**src/rtl/seed_f_sequencer.sv**
```systemverilog
// SEED round F-function sequencer: drives three dependent evaluations through a
// shared, arbitrated G unit and performs the mod-2^32 additions between them.
module seed_f_sequencer #(
  parameter int G_LAT = 0
) (
  input  logic        clk,
  input  logic        rst_n,
  input  logic        in_valid,
  output logic        in_ready,
  input  logic [31:0] in_c,
  input  logic [31:0] in_d,
  input  logic [31:0] in_k0,
  input  logic [31:0] in_k1,
  output logic        out_valid,
  input  logic        out_ready,
  output logic [31:0] out_c,
  output logic [31:0] out_d,
  output logic        g_req,
  input  logic        g_gnt,
  output logic [31:0] g_x,
  input  logic [31:0] g_y
);

  localparam logic [2:0] IDLE = 3'd0;
  localparam logic [2:0] G1   = 3'd1;
  localparam logic [2:0] G2   = 3'd2;
  localparam logic [2:0] G3   = 3'd3;
  localparam logic [2:0] DONE = 3'd4;

  logic [2:0]  state;
  logic [31:0] a, b, t, u;
  logic [31:0] outC, outD;
  logic        waitFlag;
  logic        inG, fire, capture;

  function automatic logic [31:0] addMod(input logic [31:0] x, input logic [31:0] y);
    return x + y;
  endfunction

  always_comb begin
    inG   = (state == G1) || (state == G2) || (state == G3);
    g_req = inG && !waitFlag;
    fire  = g_req && g_gnt;
    // With a registered G unit the result is taken at the end of the wait cycle.
    capture = (G_LAT == 0) ? fire : (inG && waitFlag);
    case (state)
      G1:      g_x = a ^ b;
      G2:      g_x = addMod(t, a);
      G3:      g_x = addMod(u, t);
      default: g_x = '0;
    endcase
  end

  assign in_ready  = (state == IDLE);
  assign out_valid = (state == DONE);
  assign out_c     = outC;
  assign out_d     = outD;

  always_ff @(posedge clk or negedge rst_n) begin
    if (!rst_n) begin
      state    <= IDLE;
      a        <= '0;
      b        <= '0;
      t        <= '0;
      u        <= '0;
      outC     <= '0;
      outD     <= '0;
      waitFlag <= 1'b0;
    end else begin
      case (state)
        IDLE: begin
          if (in_valid) begin
            a     <= in_c ^ in_k0;
            b     <= in_d ^ in_k1;
            state <= G1;
          end
        end
        G1, G2, G3: begin
          if (capture) begin
            waitFlag <= 1'b0;
            case (state)
              G1: begin
                t     <= g_y;
                state <= G2;
              end
              G2: begin
                u     <= g_y;
                state <= G3;
              end
              default: begin
                outD  <= g_y;
                outC  <= addMod(g_y, u);
                state <= DONE;
              end
            endcase
          end else if (fire) begin
            waitFlag <= 1'b1;
          end
        end
        DONE: begin
          if (out_ready) state <= IDLE;
        end
        default: state <= IDLE;
      endcase
    end
  end

endmodule

```
**config.mk**
```make
export PLATFORM = sky130hd
export DESIGN_NAME = seed_f_sequencer
export DESIGN_NICKNAME = d
export VERILOG_FILES = /design/src/rtl/seed_f_sequencer.sv
export SDC_FILE = /design/constraint.sdc
export NUM_CORES = 1
export LEC_CHECK = 0
export ABC_CLOCK_PERIOD_IN_PS = 5500
export CAP_MARGIN = 25
export CORE_AREA = 2 2 174 176
export CTS_CLUSTER_SIZE = 20
export DETAILED_ROUTE_END_ITERATION = 16
export DIE_AREA = 0 0 176 178
export GPL_TIMING_DRIVEN = 0
export PLACE_DENSITY = 0.73
export REMOVE_ABC_BUFFERS = 1
export SLEW_MARGIN = 25
export SYNTH_ARGS = -nofsm -noshare
export SYNTH_HDL_FRONTEND = slang
export SYNTH_SLANG_ARGS = --single-unit
```
**constraint.sdc**
```tcl
create_clock -name clk -period 5.5 [get_ports clk]
set_clock_uncertainty 0.05 [all_clocks]
set_input_delay 1.375 -clock clk [delete_from_list [all_inputs] [get_ports clk]]
set_output_delay 1.375 -clock clk [all_outputs]
set_load 0.02 [all_outputs]
```
=== Yosys cells after proc, flatten, opt, wreduce, memory -nomap -nowiden ===
Cells that the tools add are included.

* Bits in registers: 195
* Input port bits: 165
* Word-level logic and storage cells: 38

* Add/subtract/negate cells: 3
* Eq/ne operators: 7
* Mux-type cells: 6
* Bitwise gates (word level): 4
* Reduce and logical (&&, ||, !) cells: 11

{| class="wikitable"
|+ Operators by type and width
! cell !! count
|-
| $add A32 B32 Y32 || 3
|-
| $pmux W32 S3 || 1
|-
| $xor A32 B32 Y32 || 3
|-
| $reduce_and A3 Y1 || 4
|-
| $mux W3 || 3
|-
| $pmux W3 S3 || 1
|-
| $eq A3 B2 Y1 const B || 2
|-
| $pmux W3 S2 || 1
|-
| $ne A2 B2 Y1 const B || 2
|-
| $eq A3 B1 Y1 const B || 1
|-
| $eq A3 B3 Y1 const B || 1
|-
| $logic_not A3 Y1 || 1
|-
| $reduce_or A3 Y1 || 1
|-
| $logic_or A1 B1 Y1 || 2
|-
| $ne A2 B1 Y1 const B || 1
|-
| $reduce_and A2 Y1 || 1
|-
| $reduce_or A2 Y1 || 1
|-
| $logic_and A1 B1 Y1 || 1
|-
| $not A1 Y1 || 1
|}

=== Depth between registers and ports, before layout ===
* Depth after elaboration: 6
* Gate-level depth with buffers: 16
* Depth with buffers taken out: 13

=== Least setup slack after synthesis ===
Ideal clock, no wire load.

* Path type: reg-to-output
* Start point: register state[1]
* End point: output g_x[29]
* Arrival: 4009 ps
* Path slack: 66 ps
* Stages on the path, launching flop included: 16
* Cells stage by stage: dfrtp_1 > clkbuf_1 > nor2b_1 > clkbuf_1 > nand2_1 > buf_1 > mux2_2 > ha_1 > a21oi_1 > o21ai_0 > or3_1 > o21ai_1 > a31oi_1 > o2111a_1 > o31a_1 > o31ai_1

* Word-level cells in the longest chain between the ends: 2
* Elaborated cells on any way between the ends: 4

{| class="wikitable"
|+ Ends and longest elaborated chain
! item !! line !! text
|-
| start, declared || 30 || <nowiki>logic [2:0] state;</nowiki>
|-
| start signal, assigned || 61 || <nowiki>state <= IDLE;</nowiki>
|-
| start signal, assigned || 75 || <nowiki>state <= G1;</nowiki>
|-
| start signal, assigned || 84 || <nowiki>state <= G2;</nowiki>
|-
| $eq A3 B2 Y1 or $eq A3 B1 Y1 (tied branches) || 46 || <nowiki>case (state)</nowiki>
|-
| $pmux W32 S3 * || 46 ||
|-
| end, declared || 20 || <nowiki>output logic [31:0] g_x,</nowiki>
|}

Every way passes the cells marked *; elsewhere a longest branch is shown, timed or not.

=== Worst setup path after layout ===
* Start point: register state[1]
* End point: output g_x[28]

The elaborated chain is that of the path after synthesis.

==> results.yml <==
sta:
  hold_violations: 0
  whs_ps: 424
  slew-limit-headroom_pct: 48.8
  slew_viol_final: 0
  period_needed_ps: 5400
  fmax_ghz: 0.185
  fin_crit_sh_pct: 98.1
  finalSetupViolations: 0
  worst_pin_slew_ps: 768
  tns_ps: 0
die:
  coreArea_um2: 29400
  start_util_pct: 40.3
  die_area_um2: 31300
  die_x_um: 176
  io_pins: 264
  placementRows: 63
  fp.dieH_um: 178
finish:
  fin_util_pct: 53.6
  layout_commonest_cell: "clkdlybuf4s50_1"
  n_antenna_cell: 0
  final_cell_mix: "242 x clkdlybuf4s50_1, 192 x dfrtp_1, 165 x nand2_1, 115 x xnor2_1, 112 x a21oi_1"
  drive_gt1_share_pct: 13.6
  nNetsFinal: 1715
  syn_to_final_growth_pct: 32.8
  stdcell_count: 1885
pwr:
  combPwrFrac_pct: 66.1
  power.switching_mw: 5.54
  clkPwrFrac_pct: 11.1
  power.total_mw: 12.0
  internal_power_mw: 6.42
  seq_power_share_pct: 22.8
  powerDensity_nw_per_um2: 759
  switching_share_pct: 46.3
  peakVddDrop_mv: 0.317
  leakage_nw: 6.74
worst_setup_path:
  reg2reg_depth: 11
  reg2reg_slack_ps: 2310
  end_kind: "output port"
  worstPathMaxFanout: 8
  r2r-start: "u[0]"
  endpoint: "g_x[28]"
  crit_required_ps: 4070
  r2r_end: "out_c[28]"
  cp-start-kind: "flop"
  cp_data_arrival_time_ps: 3970
  critPathLaunch: "state[1]"
  critPathKind: "reg2out"
placed_design:
  dp.cells: 1842
  gp_congestion: 0.929
  hpwl_um: 24400
  portBuffers: 263
cts:
  cts_tree: "yes"
  holdBufCountCts: 0
  cts_root_buf: "clkbuf_16"
  htreeDepth: 4
  numCtsBuffers: 17
  clockBufferDepth: 2
  cts.reportedPaths.clkPinSlew_ps: 80
  insertion_delay_ps: 450
  clock_sinks: 195
global_route:
  grt_pass1_wl_um: 50900
  antenna_found_initial: 0
  grt_usage_pct: 20.6
  grt_max_degree: 86
  grt_pass1_vias: 9571
  grt_overflow_total: 0
routing:
  drt_iter0_drc: 541
  ant_nets: 0
  avgRoutedWirePerCell_um: 17.1
  wirelength_um: 32300
  post_drt_via_cell_ratio: 5.21
  vias: 9826
  drc: 0
  first_pass_iters: 5
synthesis:
  ys_async_sr_fraction_pct: 100
  ys_seq_elements: 195
  synth-main-ff-cell: "dfrtp_1"
  syn_inst: 1237
  yosys_warnings: 0
  syn_avg_cell_area_um2: 9.59
  seq_area_frac_synth_pct: 41.2
  synth-edff-count: 0
  mappedNetlistArea_um2: 11900
  synth_cell_type_count: 62
min_path:
  hold_path_startpoint: "out_d[8]"
  hp-class: "reg2reg"
  hold_depth: 2
run_status:
  outcome: "finished clean"
job:
  max_cap_violations: 0
## area by class of cell
type / instances / area, µm²
Clock buffer: 20 / 467
Clock inverter: 12 / 158
Fill cell: 2600 / 13700
Inverter: 16 / 60.1
Multi-Input combinational cell: 971 / 6850
Sequential cell: 195 / 4880
Tap cell: 390 / 488
Timing Repair Buffer: 281 / 2840
## cell families after synthesis
kind of cell | Yosys count | synth area share, %
AO/OA/AOI/OAI | 310 | 16.2
XOR/XNOR | 139 | 10.3
adder cells (fa/ha/maj) | 68 | 7.30
buffers and inverters | 73 | 2.57
flip-flops | 195 | 41.2
multiplexers | 102 | 9.62
AND/OR/NAND/NOR | 350 | 12.9
## cells in the mapped netlist (all sizes together) (4+ instances only)
master	instances	area (µm²)
dfrtp	195	4880
nand2	169	644
xnor2	115	1010
a21oi	114	571
mux2	96	1080
nor2	95	364
ha	66	826
o21ai	56	280
clkbuf	40	150
a21o	39	293
o22ai	25	156
xor2	24	210
nor3	18	90.1
buf	17	95.1
inv	16	60.1
nand3	16	80.1
a31oi	12	75.1
o21a	10	75.1
and3	9	56.3
nand4	9	56.3
a211oi	6	50.1
mux2i	6	60.1
o31ai	6	45.0
and2	5	31.3
o211ai	5	37.5
or2	5	31.3
a211o	4	36.3
a21boi	4	30.0
nand2b	4	25.0
o21bai	4	30.0
## sequential cells by signal, indices dropped and copies added (netlist names)
signal / count
u: 32
out_d: 32
state: 3
t: 32
a: 32
out_c: 32
b: 32
## worst min-delay path by stage
stage                     end  slack (ps)
CTS                 out_d[11]         430
global route         out_c[0]         450
detailed placement  out_d[11]         410
floorplan            state[0]         440
global placement    out_d[16]         410
finish               out_d[8]         420
## power by group through the flow
stage               sequential [mW]  combinational, mW  clock (mW)
floorplan                      2.81               4.83           0
global placement               2.71               7.42           0
detailed placement             2.74               7.57           0
CTS                            2.73               7.66        1.36
global route                   2.83               8.58        1.41
finish                         2.73               7.90        1.33
## worst max-delay path: stages, from the launching register on
cell      delay (ps)
dfrtp_2          440
nor2b_4          140
buf_12           140
nand2_8          110
mux2_2           350
ha_1             220
fa_2             400
nand3_1          130
a21oi_1          140
o21ai_2          200
a311oi_4         170
a31o_2           320
a41oi_1          270
xnor2_1          180
o22ai_1          100
buf_4            200
## per-layer routing
layer	track usage [%]	wire length (µm)	vias up
li1	-	-	4857
met1	28.9	15200	4625
met2	33.0	14800	298
met3	3.20	1580	46
met4	6.54	781	0
met5	0	0	-
## repair_timing
item                                    in CTS  in global routing
endpoints found under the setup margin      31                 22
cloned                                       2                  0
buffers inserted                             4                  5
resized for setup                           60                 31
endpoints found under the hold margin        0                  0
pin swaps                                    3                  5
## metrics by stage
stage | area, µm² | setup WS (ps)
finish | 15700 | 102
detailed placement | 14900 | -1450
CTS | 15700 | -89.1
global placement | 14700 | -5100
floorplan | 11600 | -142
global route | 15700 | -1.31
(Power assumes the default switching activity.)
